`config.mk`:
```
export PLATFORM = sky130hd
export DESIGN_NAME = imm_gen_pipe
export DESIGN_NICKNAME = d
export VERILOG_FILES = /design/src/rtl/imm_pkg.sv /design/src/rtl/imm_core.sv /design/src/rtl/imm_gen_pipe.sv
export SDC_FILE = /design/constraint.sdc
export NUM_CORES = 1
export LEC_CHECK = 0
export ABC_AREA = 1
export ABC_CLOCK_PERIOD_IN_PS = 3200
export CAP_MARGIN = 30
export CORE_ASPECT_RATIO = 0.9
export CORE_MARGIN = 2
export CORE_UTILIZATION = 50
export DETAILED_ROUTE_END_ITERATION = 12
export GPL_ROUTABILITY_DRIVEN = 1
export HOLD_SLACK_MARGIN = 0.12
export PLACE_DENSITY = 0.92
export SLEW_MARGIN = 10
export SYNTH_ARGS = -nofsm -noshare
export SYNTH_HDL_FRONTEND = slang
export SYNTH_SLANG_ARGS = --single-unit
```
`constraint.sdc`:
```
create_clock -name clk -period 3.2 [get_ports clk]
set_input_delay 0.64 -clock clk [delete_from_list [all_inputs] [get_ports clk]]
set_output_delay 0.64 -clock clk [all_outputs]
set_load 0.05 [all_outputs]
```
`src/rtl/imm_pkg.sv`:
```
// Shared types and opcode constants for the immediate generator.
// Latency: n/a (declarations only).
// Backpressure: n/a.
package imm_pkg;

   // Immediate format codes; the numeric values match the imm_sel_in/imm_sel_out encoding.
   typedef enum logic [2:0] {
      IMM_NONE = 3'b000,
      IMM_I    = 3'b001,
      IMM_S    = 3'b010,
      IMM_B    = 3'b011,
      IMM_U    = 3'b100,
      IMM_J    = 3'b101,
      IMM_Z    = 3'b110,
      IMM_RSV  = 3'b111
   } imm_sel_e;

   localparam logic [6:0] OP_IMM    = 7'b0010011;
   localparam logic [6:0] OP_LOAD   = 7'b0000011;
   localparam logic [6:0] OP_JALR   = 7'b1100111;
   localparam logic [6:0] OP_IMM32  = 7'b0011011;
   localparam logic [6:0] OP_STORE  = 7'b0100011;
   localparam logic [6:0] OP_BRANCH = 7'b1100011;
   localparam logic [6:0] OP_LUI    = 7'b0110111;
   localparam logic [6:0] OP_AUIPC  = 7'b0010111;
   localparam logic [6:0] OP_JAL    = 7'b1101111;
   localparam logic [6:0] OP_SYSTEM = 7'b1110011;
   localparam logic [6:0] OP_REG    = 7'b0110011;
   localparam logic [6:0] OP_REG32  = 7'b0111011;
   localparam logic [6:0] OP_FENCE  = 7'b0001111;

endpackage

```
`src/rtl/imm_core.sv`:
```
// Combinational immediate extraction: optional opcode->format map, then format->immediate.
// Latency: 0 cycles (pure combinational).
// Backpressure: none; no state.
// Ports: i_instr (32b instruction), i_sel (format when AUTO_SEL=0),
//        o_imm (XLEN immediate), o_sel (format applied), o_err (reserved format / unknown opcode).
module imm_core
   import imm_pkg::*;
#(
   parameter int XLEN     = 32,
   parameter bit AUTO_SEL = 1'b0
) (
   input  logic [31:0]     i_instr,
   input  logic [2:0]      i_sel,
   output logic [XLEN-1:0] o_imm,
   output logic [2:0]      o_sel,
   output logic            o_err
);

   imm_sel_e           w_sel;
   logic               w_map_err;
   logic               w_s;
   logic signed [31:0] w_raw;

   assign w_s = i_instr[31];

   // Format selection: either taken from the port or decoded from the opcode.
   always_comb begin
      w_sel     = imm_sel_e'(i_sel);
      w_map_err = 1'b0;
      if (AUTO_SEL) begin
         case (i_instr[6:0])
            OP_IMM, OP_LOAD, OP_JALR, OP_IMM32: w_sel = IMM_I;
            OP_STORE:                           w_sel = IMM_S;
            OP_BRANCH:                          w_sel = IMM_B;
            OP_LUI, OP_AUIPC:                   w_sel = IMM_U;
            OP_JAL:                             w_sel = IMM_J;
            // funct3[2] distinguishes the CSR immediate forms from the register forms.
            OP_SYSTEM:                          w_sel = i_instr[14] ? IMM_Z : IMM_NONE;
            OP_REG, OP_REG32, OP_FENCE:         w_sel = IMM_NONE;
            default: begin
               w_sel     = IMM_NONE;
               w_map_err = 1'b1;
            end
         endcase
      end
   end

   // Every format fits in 32 bits already sign-extended from instr[31] (Z is
   // zero-extended, so its bit 31 is 0); widening to XLEN is then a signed cast.
   always_comb begin
      w_raw = '0;
      case (w_sel)
         IMM_I:   w_raw = {{20{w_s}}, i_instr[31:20]};
         IMM_S:   w_raw = {{20{w_s}}, i_instr[31:25], i_instr[11:7]};
         IMM_B:   w_raw = {{19{w_s}}, i_instr[31], i_instr[7], i_instr[30:25], i_instr[11:8], 1'b0};
         IMM_U:   w_raw = {i_instr[31:12], 12'b0};
         IMM_J:   w_raw = {{11{w_s}}, i_instr[31], i_instr[19:12], i_instr[20], i_instr[30:21], 1'b0};
         IMM_Z:   w_raw = {27'b0, i_instr[19:15]};
         default: w_raw = '0;
      endcase
   end

   assign o_imm = XLEN'(w_raw);
   assign o_sel = w_sel;
   assign o_err = w_map_err | (w_sel == IMM_RSV);

endmodule

```
`src/rtl/imm_gen_pipe.sv`:
```
// Pipelined immediate generator with a 2-entry skid buffer (main drives outputs, skid absorbs one stall).
// Latency: 1 cycle from input transfer to out_valid.
// Backpressure: in_ready = !skid.valid (registered); two entries accepted while stalled, then in_ready drops.
// Ports: clk, rst_n (sync, active-low), flush; in_valid/in_ready/instr_in/imm_sel_in/tag_in upstream;
//        out_valid/out_ready/imm_out/imm_sel_out/tag_out/imm_err downstream.
module imm_gen_pipe
   import imm_pkg::*;
#(
   parameter int XLEN     = 32,   // 32 or 64
   parameter bit AUTO_SEL = 1'b0,
   parameter int TAG_W    = 8
) (
   input  logic             clk,
   input  logic             rst_n,
   input  logic             flush,
   input  logic             in_valid,
   output logic             in_ready,
   input  logic [31:0]      instr_in,
   input  logic [2:0]       imm_sel_in,
   input  logic [TAG_W-1:0] tag_in,
   output logic             out_valid,
   input  logic             out_ready,
   output logic [XLEN-1:0]  imm_out,
   output logic [2:0]       imm_sel_out,
   output logic [TAG_W-1:0] tag_out,
   output logic             imm_err
);

   typedef struct packed {
      logic [XLEN-1:0]  imm;
      imm_sel_e         sel;
      logic [TAG_W-1:0] tag;
      logic             err;
      logic             vld;
   } entry_t;

   entry_t          r_main;
   entry_t          r_skid;
   entry_t          w_new;
   logic [XLEN-1:0] w_imm;
   logic [2:0]      w_sel;
   logic            w_err;
   logic            w_accept;
   logic            w_drain;

   imm_core #(
      .XLEN     (XLEN),
      .AUTO_SEL (AUTO_SEL)
   ) u_core (
      .i_instr (instr_in),
      .i_sel   (imm_sel_in),
      .o_imm   (w_imm),
      .o_sel   (w_sel),
      .o_err   (w_err)
   );

   always_comb begin
      w_new     = '0;
      w_new.imm = w_imm;
      w_new.sel = imm_sel_e'(w_sel);
      w_new.tag = tag_in;
      w_new.err = w_err;
      w_new.vld = 1'b1;
   end

   assign in_ready = !r_skid.vld;
   assign w_accept = in_valid & in_ready;
   assign w_drain  = r_main.vld & out_ready;

   // Main is only rewritten when empty or draining, so outputs hold while stalled.
   // Accept and drain with both entries full cannot occur: in_ready is low then.
   always_ff @(posedge clk) begin
      if (!rst_n) begin
         r_main <= '0;
         r_skid <= '0;
      end else if (flush) begin
         r_main.vld <= 1'b0;
         r_skid.vld <= 1'b0;
      end else if (w_drain) begin
         if (r_skid.vld) begin
            r_main     <= r_skid;
            r_skid.vld <= 1'b0;
         end else if (w_accept) begin
            r_main <= w_new;
         end else begin
            r_main.vld <= 1'b0;
         end
      end else if (w_accept) begin
         if (r_main.vld) r_skid <= w_new;
         else            r_main <= w_new;
      end
   end

   assign out_valid   = r_main.vld;
   assign imm_out     = r_main.imm;
   assign imm_sel_out = r_main.sel;
   assign tag_out     = r_main.tag;
   assign imm_err     = r_main.err;

endmodule

```
==> run summary <==
* 0.730 ns — pre-CTS WS
* 7.68% — fraction of final layout cells sized beyond drive strength 1
* 14.9 um — average detailed-routed wire length per instance
* 0 ns — setup TNS after final layout
* 24.9% — total global-route track usage
* 0.888 — last weighted congestion value of the routability-driven placer
* 0 — number of buffers inserted by hold repair at cts
* 7100 um — DPL Wire Length
* 8910 um^2 — area of the die
* 0 — count of endpoints failing setup in the final report
* 38.7% — worst-case headroom to the max-slew limit
* complete, no violations — result of the run
* 0.36 ns — Worst-Skew Late Latency
* 0.000261 V — Max IR drop VDD
* 2.56 ns — required time of the critical path
* 0 — final hold vios
* 4880 um^2 — instance area at placement
* output pin — critical path endpoint category
* sky130_fd_sc_hd__clkdlybuf4s50_1 — cell with the largest stage delay on the worst path
* 2.19 nW — leakage power of the design
* flip-flop — startpoint types
* 0.0105 ns — Fin Clk Skew
* 570 — number of instances in the synthesized netlist
* 618 — Post-Syn Nets
* 0.86 ns — Worst path max stage delay
* no — setup repair after global routing missed its margin
* 287 — Detailed Route Iter0 Violations
* yes — TritonCTS clock tree
* sky130_fd_sc_hd__nand2_1, sky130_fd_sc_hd__dfxtp_1, sky130_fd_sc_hd__nor2_1 — Post-synth top cells
* sky130_fd_sc_hd__nand2_1 — most frequent cell after synthesis
* 86 — count of input and output buffers
* sky130_fd_sc_hd__clkbuf_8 — CTS root buffer
* 24.1% — Syn-to-layout area delta
* 94 — I/O pin count
* 5.51 — routed via count divided by cell count
* 44.1% — proportion of synthesized chip area in sequential cells
* 7 — Worst R2R Path Depth
* 0 — count of warnings emitted by yosys
* 90 — number of storage elements in the synthesis netlist
* reg2out — critical path type
* clkdlybuf4s50_1 — critical path, cell by cell
* 99.3 um — chip width
* 31 — number of core rows
* 0.918 ns — Least-Margin Pin Slew
* buffers and inverters — gate family responsible for the most delay along the worst path
* 1 — count of buffering cells on the critical path with inverters included
* 682 — Total Nets Final
* 56 — pin count of the biggest net entering global routing
* 0 — Post-route DRC
* 0 — initial antenna violation count
* 0 — number of maximum-capacitance violations
* 0 — Setup Buffers After CTS
* sky130_fd_sc_hd__dfxtp_1 — library cell occupying the most area in the post-synthesis netlist
* 11000 um — overall routed net length
* 0 — Final Max Slew Viols
* 72.7% — share of the clock period used by the worst path
* 470 nW/um^2 — total power per unit cell area
* 89.7 um — vertical die dimension
* 0.430 GHz — Max Clock Freq
* 0 — Final ANT Viol Nets
* 0 — number of gates resized after CTS
* sky130_fd_sc_hd__dfxtp_1 — Post-synth top flop
* 7990 um^2 — Core Area
* 2.38 mW — post-route total power
* 2 — number of instances on the worst hold path
* 9 — number of CTS-inserted buffers
* 0% — FFs w/ async S/R, synth
* 5070 um^2 — cell area after layout
* 0 — diode insertion count for antenna repair
* 29 — number of library cell types mapped by synthesis
* reg2reg — class of the tightest hold or removal check
* 0 — residual overflow from global routing
* 2.33 ns — final worst path period need
* sky130_fd_sc_hd__dfxtp_1, sky130_fd_sc_hd__nand2_1, sky130_fd_sc_hd__a21oi_1 — top area cells in the synthesized netlist
* 5 — number of detailed-route iterations in the first pass
* 3 — H-tree level count
* 51.1% — Initial Utilization
* 0.873 ns — worst path setup slack after routing
* 2 — maximum buffer depth of the clock tree
* 4063 — count of vias placed by the detailed router
* 5 — Max FO, Critical Path
* 4080 um^2 — mapped cell area
* 1.69 ns — data arrival time of the worst path
* 1 — Crit path depth
* 0.08 ns — clock slew seen by the registers of the worst setup and hold paths
* 3959 — number of global-route vias before repair
* 44.1% — share of the synthesized area in the top cell type
* 90 — TritonCTS Sinks
* 18300 um — first-pass GRT wire length
* 7.16 um^2 — mean instance size in the synthesized netlist
* 0 — Post-synth EDFFs
[final timing paths]
| path | to | from | slack (ns) |
|---|---|---|---|
| worst min-delay path | r_skid[17] | r_skid[17] | 0.47 |
| worst min register to register | r_skid[17] | r_skid[17] | 0.47 |
| worst max-delay path | out_valid | out_valid | 0.87 |
| worst max register to register | tag_out[5] | out_valid | 1.46 |
[per-layer routing]
layer | up-vias | global-route usage, % | share of wire, %
met2 | 180 | 40.9 | 48
met1 | 1870 | 31.7 | 42
met5 | - | 0 | 0
met4 | 0 | 9.02 | 1.6
met3 | 17 | 5.91 | 8.3
li1 | 1996 | - | -
[area by class of cell]
| cell class | count | area [um^2] |
|---|---|---|
| Fill cell | 690 | 2920 |
| Multi-Input combinational cell | 407 | 1910 |
| Tap cell | 99 | 124 |
| Timing Repair Buffer | 92 | 906 |
| Clock inverter | 4 | 53.8 |
| Inverter | 34 | 135 |
| Sequential cell | 90 | 1800 |
| Clock buffer | 11 | 131 |
[where the power goes]
part	switching [mW]	internal [mW]	leakage, nW
Clock	0.389	0.359	0.0856
Combinational	0.292	0.159	1.37
Sequential	0.0234	1.16	0.732
[per-stage QoR]
step           util (%)  hold slack (ns)  std cells
2_1_floorplan         -            0.446        570
3_3_place_gp       61.1            0.451        722
3_5_place_dp       61.1            0.459        722
4_1_cts            63.4            0.472        737
5_1_grt            63.4            0.488        737
6_report           63.4            0.470        737
[cell families (layout without fill, tap and decap cells)]
family | after synthesis | count (layout) | share of synthesized area (%)
and+or+nand+nor | 233 | 233 | 23.5
AOI/OAI and AO/OA | 174 | 174 | 23.4
DFF | 90 | 90 | 44.1
buffers and inverters | 73 | 141 | 8.98
[sequential cells by signal (all words and copies together) (netlist names)]
| register | count |
|---|---|
| imm_err | 1 |
| imm_out | 32 |
| imm_sel_out | 3 |
| out_valid | 1 |
| r_skid | 45 |
| tag_out | 8 |
[placed cells by master, fill, tap and decap left out, drive strengths merged]
cell,netlist,final
nand2,115,115
dfxtp,90,90
nor2,87,87
clkdlybuf4s50,0,86
o21ai,85,85
a21oi,83,83
inv,33,33
nand3,27,27
clkbuf,8,11
o211ai,6,6
buf,31,6
clkinv,1,2
clkinvlp,0,2
nor3,2,2
nand4,2,2
bufinv,0,1
[worst register-to-register path: cells and delay by family, from the launching register on]
kind / cells / cell delay, ns
flip-flops: 1 / 0.39
buffers and inverters: 1 / 0.66
AND/OR/NAND/NOR: 4 / 0.43
AO/OA/AOI/OAI: 2 / 0.20
Power figures use the tool's default switching activity.
